--- src/rtl/bist_pkg.sv ---
`default_nettype none
// ============================================================================
// Module   : bist_pkg
// Brief    : Shared state encoding, widths and default polynomials for the
//            c5315 wrapper BIST controller.
// Revision : 1.0
// ============================================================================
package bist_pkg;

    localparam int BIST_IN_W  = 178;
    localparam int BIST_OUT_W = 123;
    localparam int BIST_CNT_W = 16;

    // x^178 + x^87 + 1 and x^123 + x^2 + 1
    localparam logic [BIST_IN_W-1:0]  BIST_LFSR_TAPS =
        (BIST_IN_W'(1) << 177) | (BIST_IN_W'(1) << 86);
    localparam logic [BIST_OUT_W-1:0] BIST_MISR_TAPS =
        (BIST_OUT_W'(1) << 122) | (BIST_OUT_W'(1) << 1);

    typedef enum logic [1:0] {
        IDLE    = 2'd0,
        APPLY   = 2'd1,
        CAPTURE = 2'd2,
        DONE    = 2'd3
    } bist_state_t;

endpackage : bist_pkg
`default_nettype wire

--- src/rtl/bist_shift_xor.sv ---
`default_nettype none
// ============================================================================
// Module   : bist_shift_xor
// Brief    : Combinational next value of a Fibonacci shift register with an
//            injection word: {x[W-2:0], ^(x & TAPS)} ^ inj.
// Revision : 1.0
// ============================================================================
module bist_shift_xor #(
    parameter int             W    = 8,
    parameter logic [W-1:0]   TAPS = '0
) (
    input  logic [W-1:0] i_x,
    input  logic [W-1:0] i_inj,
    output logic [W-1:0] o_nxt
);

    assign o_nxt = {i_x[W-2:0], ^(i_x & TAPS)} ^ i_inj;

endmodule : bist_shift_xor
`default_nettype wire

--- src/rtl/cut_bist_controller.sv ---
`default_nettype none
// ============================================================================
// Module   : cut_bist_controller
// Brief    : LFSR-driven BIST sequencer for the c5315 wrapper; folds each
//            settled response into a MISR and compares against a golden value.
// Revision : 1.0
// ============================================================================
module cut_bist_controller
    import bist_pkg::*;
#(
    parameter int                IN_W       = BIST_IN_W,
    parameter int                OUT_W      = BIST_OUT_W,
    parameter int                CNT_W      = BIST_CNT_W,
    parameter int                SETTLE_CYC = 2,
    parameter logic [IN_W-1:0]   LFSR_TAPS  = BIST_LFSR_TAPS,
    parameter logic [OUT_W-1:0]  MISR_TAPS  = BIST_MISR_TAPS
) (
    input  logic              clk,
    input  logic              rst,
    input  logic              start,
    input  logic [CNT_W-1:0]  num_patterns,
    input  logic [IN_W-1:0]   seed,
    input  logic [OUT_W-1:0]  golden_sig,
    output logic [IN_W-1:0]   cut_in,
    input  logic [OUT_W-1:0]  cut_out,
    output logic              busy,
    output logic              done,
    output logic              pass,
    output logic [OUT_W-1:0]  signature,
    output logic [CNT_W-1:0]  pattern_idx
);

    localparam int SETTLE_W = (SETTLE_CYC > 1) ? $clog2(SETTLE_CYC) : 1;

    bist_state_t          r_state;
    bist_state_t          w_state_nxt;
    logic [IN_W-1:0]      r_lfsr;
    logic [IN_W-1:0]      w_lfsr_nxt;
    logic [OUT_W-1:0]     r_misr;
    logic [OUT_W-1:0]     w_misr_nxt;
    logic [OUT_W-1:0]     r_golden;
    logic [OUT_W-1:0]     r_signature;
    logic [CNT_W-1:0]     r_num;
    logic [CNT_W-1:0]     r_idx;
    logic [SETTLE_W-1:0]  r_settle;
    logic                 r_pass;
    logic                 w_last_settle;
    logic                 w_last_pattern;

    bist_shift_xor #(.W(IN_W), .TAPS(LFSR_TAPS)) u_lfsr_nxt (
        .i_x   (r_lfsr),
        .i_inj ('0),
        .o_nxt (w_lfsr_nxt)
    );

    bist_shift_xor #(.W(OUT_W), .TAPS(MISR_TAPS)) u_misr_nxt (
        .i_x   (r_misr),
        .i_inj (cut_out),
        .o_nxt (w_misr_nxt)
    );

    assign w_last_settle  = (r_settle == SETTLE_W'(SETTLE_CYC - 1));
    // Widened compare so N = 2^CNT_W-1 never sees a wrapped count.
    assign w_last_pattern = (({1'b0, r_idx} + (CNT_W+1)'(1)) == {1'b0, r_num});

    always_ff @(posedge clk or posedge rst) begin
        if (rst) begin
            r_state <= IDLE;
        end else begin
            r_state <= w_state_nxt;
        end
    end

    always_comb begin
        w_state_nxt = r_state;
        case (r_state)
            IDLE:    if (start) w_state_nxt = (num_patterns == '0) ? DONE : APPLY;
            APPLY:   if (w_last_settle) w_state_nxt = CAPTURE;
            CAPTURE: w_state_nxt = w_last_pattern ? DONE : APPLY;
            DONE:    w_state_nxt = IDLE;
            default: w_state_nxt = IDLE;
        endcase
    end

    always_ff @(posedge clk or posedge rst) begin
        if (rst) begin
            r_lfsr      <= '0;
            r_misr      <= '0;
            r_golden    <= '0;
            r_signature <= '0;
            r_num       <= '0;
            r_idx       <= '0;
            r_settle    <= '0;
            r_pass      <= 1'b0;
        end else begin
            case (r_state)
                IDLE: begin
                    if (start) begin
                        r_num       <= num_patterns;
                        r_golden    <= golden_sig;
                        r_lfsr      <= seed;
                        r_misr      <= '0;
                        r_idx       <= '0;
                        r_settle    <= '0;
                        r_signature <= '0;
                        r_pass      <= (num_patterns == '0) && (golden_sig == '0);
                    end
                end
                APPLY: begin
                    r_settle <= w_last_settle ? '0 : r_settle + SETTLE_W'(1);
                end
                CAPTURE: begin
                    r_misr <= w_misr_nxt;
                    r_lfsr <= w_lfsr_nxt;
                    r_idx  <= r_idx + CNT_W'(1);
                    if (w_last_pattern) begin
                        r_signature <= w_misr_nxt;
                        r_pass      <= (w_misr_nxt == r_golden);
                    end
                end
                default: ;
            endcase
        end
    end

    assign cut_in      = r_lfsr;
    assign busy        = (r_state == APPLY) || (r_state == CAPTURE);
    assign done        = (r_state == DONE);
    assign pass        = r_pass;
    assign signature   = r_signature;
    assign pattern_idx = r_idx;

endmodule : cut_bist_controller
`default_nettype wire

--- config.mk ---
export PLATFORM = sky130hd
export DESIGN_NAME = cut_bist_controller
export DESIGN_NICKNAME = d
export VERILOG_FILES = /design/src/rtl/bist_pkg.sv /design/src/rtl/bist_shift_xor.sv /design/src/rtl/cut_bist_controller.sv
export SDC_FILE = /design/constraint.sdc
export NUM_CORES = 2
export LEC_CHECK = 0
export ABC_AREA = 1
export BUFFER_PORTS_ARGS = -buffer_cell sky130_fd_sc_hd__buf_2
export CAP_MARGIN = 20
export CORE_AREA = 2 2 297 299
export DETAILED_ROUTE_END_ITERATION = 7
export DIE_AREA = 0 0 299 301
export GPL_TIMING_DRIVEN = 0
export MAX_ROUTING_LAYER = met4
export PLACE_DENSITY = 0.52
export SLEW_MARGIN = 0
export SYNTH_ARGS = -nofsm -noshare
export SYNTH_HDL_FRONTEND = slang
export SYNTH_SLANG_ARGS = --single-unit
export TNS_END_PERCENT = 20
--- constraint.sdc ---
create_clock -name clk -period 25 [get_ports clk]
set_input_delay 2.5 -clock clk [delete_from_list [all_inputs] [get_ports clk]]
set_output_delay 2.5 -clock clk [all_outputs]
set_load 0.01 [all_outputs]
---- Yosys cells after proc, flatten, opt, wreduce, memory -nomap -nowiden ----
Cells that the tools add are included.
word-level totals
  word-level logic and storage cells ...... 54
  memories kept ........................... 0
  register bits after elaboration ......... 583
  input bits .............................. 443
  latch bits .............................. 0
  RAM bits ................................ 0
  output and inout bits ................... 320
  ROM bits ................................ 0
cells by class
  bitwise logic cells ..................... 1
  shift-type cells ........................ 0
  multipliers ............................. 0
  reductions and logical operators ........ 14
  mux-type cells .......................... 19
  divide/modulo/power cells ............... 0
  $lt $le $gt $ge ......................... 0
  add/sub/neg operators ................... 3
  equality and inequality tests ........... 8
operator list
  cell                                                              number
  123-bit one-hot mux with 2 select lines                           2
  178-bit one-hot mux with 2 select lines                           1
  123-bit two-way mux                                               2
  178-bit two-way mux                                               1
  178-bit parity                                                    1
  123-bit equality test                                             1
  123-bit logical NOT                                               1
  123-bit parity                                                    1
  123-bit bitwise XOR                                               1
  16-bit one-hot mux with 2 select lines                            1
  16-bit by 1-bit adder with 17-bit output (second input constant)  1
  17-bit by 16-bit equality test with 1-bit output                  1
  16-bit by 1-bit adder with 16-bit output (second input constant)  1
  16-bit logical NOT                                                1
  16-bit two-way mux                                                1
  2-bit two-way mux                                                 4
  2-bit one-hot mux with 4 select lines                             1
  2-bit AND reduction                                               4
  2-bit != test (second input constant)                             3
  2-bit equality test (second input constant)                       2
  1-bit two-way mux                                                 4
  1-bit one-hot mux with 2 select lines                             2
  2-bit nonzero test                                                2
  3-bit AND reduction                                               1
  5 further kinds                                                   5

---- Depth between registers and ports, before layout ----
  depth in word-level cells ............... 5
  depth in mapped cells ................... 18
  depth with buffers taken out ............ 16

---- Cells and area by module ----
From an unflattened synthesis, not the netlist that was laid out.
unflattened totals
  cells, all modules ...................... 3,611
  area total of the unflattened synthesis .. 29,470.8 µm²
modules (own cells, without submodules)
  module                       seq. area each (µm²)  instances  area an instance (µm²)  cells each
  cut_bist_controller          14,589.0              1          26,776.9                3,294
  bist_shift_xor (u_lfsr_nxt)  0.0                   1          1,587.8                 186
  bist_shift_xor (u_misr_nxt)  0.0                   1          1,106.1                 131

---- Worst setup path before layout ----
Ideal clock, no wire load.
  path kind ............................... in2reg
  from .................................... input start
  to ...................................... register r_lfsr[38] (netlist: cut_in[38])
  path slack .............................. 21.236 ns
  arrival time ............................ 3.682 ns
  setup time .............................. 0.082 ns
  required time ........................... 24.918 ns
  cell stages on the path ................. 6
  path buffers ............................ 2
  cells stage by stage .................... nand2_1 -> o21ai_1 -> clkbuf_1 -> buf_1 -> nor2_1 -> a31oi_1
between the ends
  longest elaborated chain between the ends .. 2
RTL lines
  item                           RTL line                    source
  start: declaration             cut_bist_controller.sv:20   input logic start,
  2-bit != test (no line)        n/a
  2-bit AND reduction (no line)  n/a
  end signal: assignment         cut_bist_controller.sv:114  r_lfsr <= w_lfsr_nxt;
  end: declaration               cut_bist_controller.sv:37   logic [IN_W-1:0] r_lfsr;
Every way passes these cells.
A chain may end at the register's enable or synchronous reset.

---- Final worst setup path ----
  from .................................... input start
  to ...................................... register r_num[7]
between the ends
  longest elaborated chain between the ends .. 1
RTL lines
  item                           RTL line                   source
  2-bit AND reduction (no line)  n/a
  end signal: assignment         cut_bist_controller.sv:99  r_num <= num_patterns;
  end: declaration               cut_bist_controller.sv:43  logic [CNT_W-1:0] r_num;
Every way passes these cells.

==> reports/metrics.cfg <==
[run_status]
outcome=finished clean

[final_layout]
area_delta_synth_final_pct=26.9
finalNonFillerCells=6011
drive_gt1_share_pct=19.1
seqCellArea_mm2=0.0146
mostFrequentLayoutCell=nand2_1
utilization_pct=42.5
multi_input_area_mm2=0.0120
final_cell_mix=nand2_1, buf_2, dfrtp_1
nets=5223
fill_cells=9223
final_area_mm2=0.0367

[synthesis]
ys_ff_latch=583
syn_nets=4378
synth_area_leaders=dfrtp_1, nand2_1, inv_1, nand3_1, nor2_1
yosys_warnings=0
yosys.area.top_type=dfrtp_1
synth.top_cell.area_share_pct=50.4
syn_area_per_cell_um2=7.37
syn-cell-area_mm2=0.0289
ys_seq_area_share_pct=50.4
synth_cell_type_count=30
syn_inst=3930

[setup_path]
path_class=in2reg
crit_chain=buf_2, nand2_1, clkinv_1, clkbuf_1, buf_8, clkbuf_1, nand2_1, o21ai_0
critPathRequiredTime_ns=25.45
rr_worst_depth=8
cp_max_fo=10
worstSetupStartpointType=input port
path_delay_family=buffers and inverters
r2r_end=r_misr[8]
r2r-start=r_state[0]
cp_slowest_cell=clkinv_1
r2r_slack_ns=21.39
path_buf_inv=5
cp.arrival_ns=5.08
cp_slowest_stage_delay_ns=0.72
crit_path_end_kind=flip-flop

[power]
p_leak_nw=19.4
power_mw=4.73
power.density_mw_per_mm2=129
irDropWorstVdd_uv=65.1

[clocking]
cts_buffers=72
cts_sinks=583
cts_resized=0
cts.clk_slew.worst_paths_ns=0.06
cts_buffer_depth=3
post_cts_buffers=0
cts_htree_levels=3
insertion_delay_ns=0.62
root_buffer=clkbuf_16
hold_buffers=0
cts_tree=built

[detailed_routing]
firstDrtPassIters=5
drtIter0Drc=2084
vias=29300
antenna_left=0
vias_per_cell=4.87
drc=0
wl_um=122000
avgRoutedWirePerCell_um=20.2

[min_path]
hp-class=reg2reg
whs_path_depth=2
min_from=signature[61]
worstHoldEndpoint=signature[61]

[timing]
final_max_slew_viol_count=0
hold_viol_final=0
fin_ws_ns=20.37
relSlewSlack_pct=27.0
setup_viol=0
rsz0062_at_grt=false
finalClockSkew_ns=0.0203
max_freq_ghz=0.216
tightest_slew_ns=1.09
min_period_ns=4.63
timing.final.crit_share_pct=18.5

[grt]
grt_usage_pct=27.0
grt_pass1_wl_um=177000
antenna_found_initial=45
grt_start_max_net_pins=118
grt_pass1_vias=28200
grt-ovfl-total=0

[place]
dpl_cell_area_mm2=0.0344
io_buffers=762
pre_cts_slack_ns=19.64
finalWeightedCongestion=0.930
dp.cells=5856
detailed_place_hpwl_um=94100

[die]
num_rows=108
io_pins=763
initial_utilization_pct=33.5
fp.dieH_um=301
fp.dieW_um=299
die_area_mm2=0.0900
core_mm2=0.0865

[flow_run]
cap_violations=0

metrics by stage:
| step | hold slack, ns | TNS (ns) |
|---|---|---|
| floorplan | 0.462 | 0 |
| global placement | 0.450 | -1248.23 |
| detailed placement | 0.453 | 0 |
| CTS | 0.467 | 0 |
| global route | 0.481 | 0 |
| finish | 0.461 | 0 |
state kept, by name, summed over array words and instances (netlist names):
register	flops
pattern_idx	16
pass	1
r_golden	123
r_misr	123
r_state	2
signature	123
r_num	16
r_settle	1
cut_in	178
worst max-delay path by stage:
stage	start	end	slack [ns]	cells past startpoint
finish	start	r_num[7]	20.37	8
global route	start	r_misr[121]	20.15	6
CTS	start	pattern_idx[2]	20.30	6
detailed placement	start	pattern_idx[2]	19.64	6
global placement	rst	signature[83]	-2.21	2
floorplan	rst	cut_in[0]	6.19	1
layer usage:
metal,vias up,GRT usage [%],routed length [µm]
li1,14300,-,-
met1,13900,32.0,49600
met2,899,44.7,59200
met3,195,6.15,8340
met4,0,10.0,4410
met5,-,-,0
report_power, final:
group | internal (mW) | switching (mW)
Clock | 0.587 | 0.431
Combinational | 0.688 | 1.39
Sequential | 1.35 | 0.286
Total | 2.62 | 2.11
cell usage after synthesis:
library cell,count
nor2_1,370
xor2_1,8
clkbuf_1,167
nand4_1,34
nand2_2,2
nor4_1,27
o22ai_1,109
nand3b_1,18
a21oi_1,2
xnor3_1,1
xnor2_1,7
a31oi_1,177
buf_6,6
clkinv_1,3
dfrtp_1,583
o21ai_0,159
nand2_1,1516
nor3_1,2
ha_1,5
a22o_1,1
nor2_4,2
nand3_1,279
buf_2,2
buf_4,9
buf_1,5
inv_1,409
inv_2,1
nor2_2,2
or2_2,21
o21ai_1,3
cell type report:
class                      count  area share (%)
sequential                   583            39.7
multi-input combinational   2745            32.7
timing repair buffer         771            11.0
clock buffer                 108            5.82
inverter                     413            4.24
tap                         1155            3.93
buffer                       189            2.15
antenna                       35           0.238
clock inverter                12           0.225
kinds of logic after synthesis:
family	synth area share, %
flops	50.4
buf+inv	8.09
simple gates	31.7
fa+ha+maj	0.216
compound gates	9.05
xor+xnor	0.532
worst register-to-register path, delay by kind of cell (launching register included):
family	cells	cell delay [ns]
and+or+nand+nor	1	0.79
AOI/OAI and AO/OA	1	0.24
buffers and inverters	5	1.81
adders and majority gates	1	0.25
DFF	1	0.42
No activity file was read; power rests on OpenSTA's default activity.
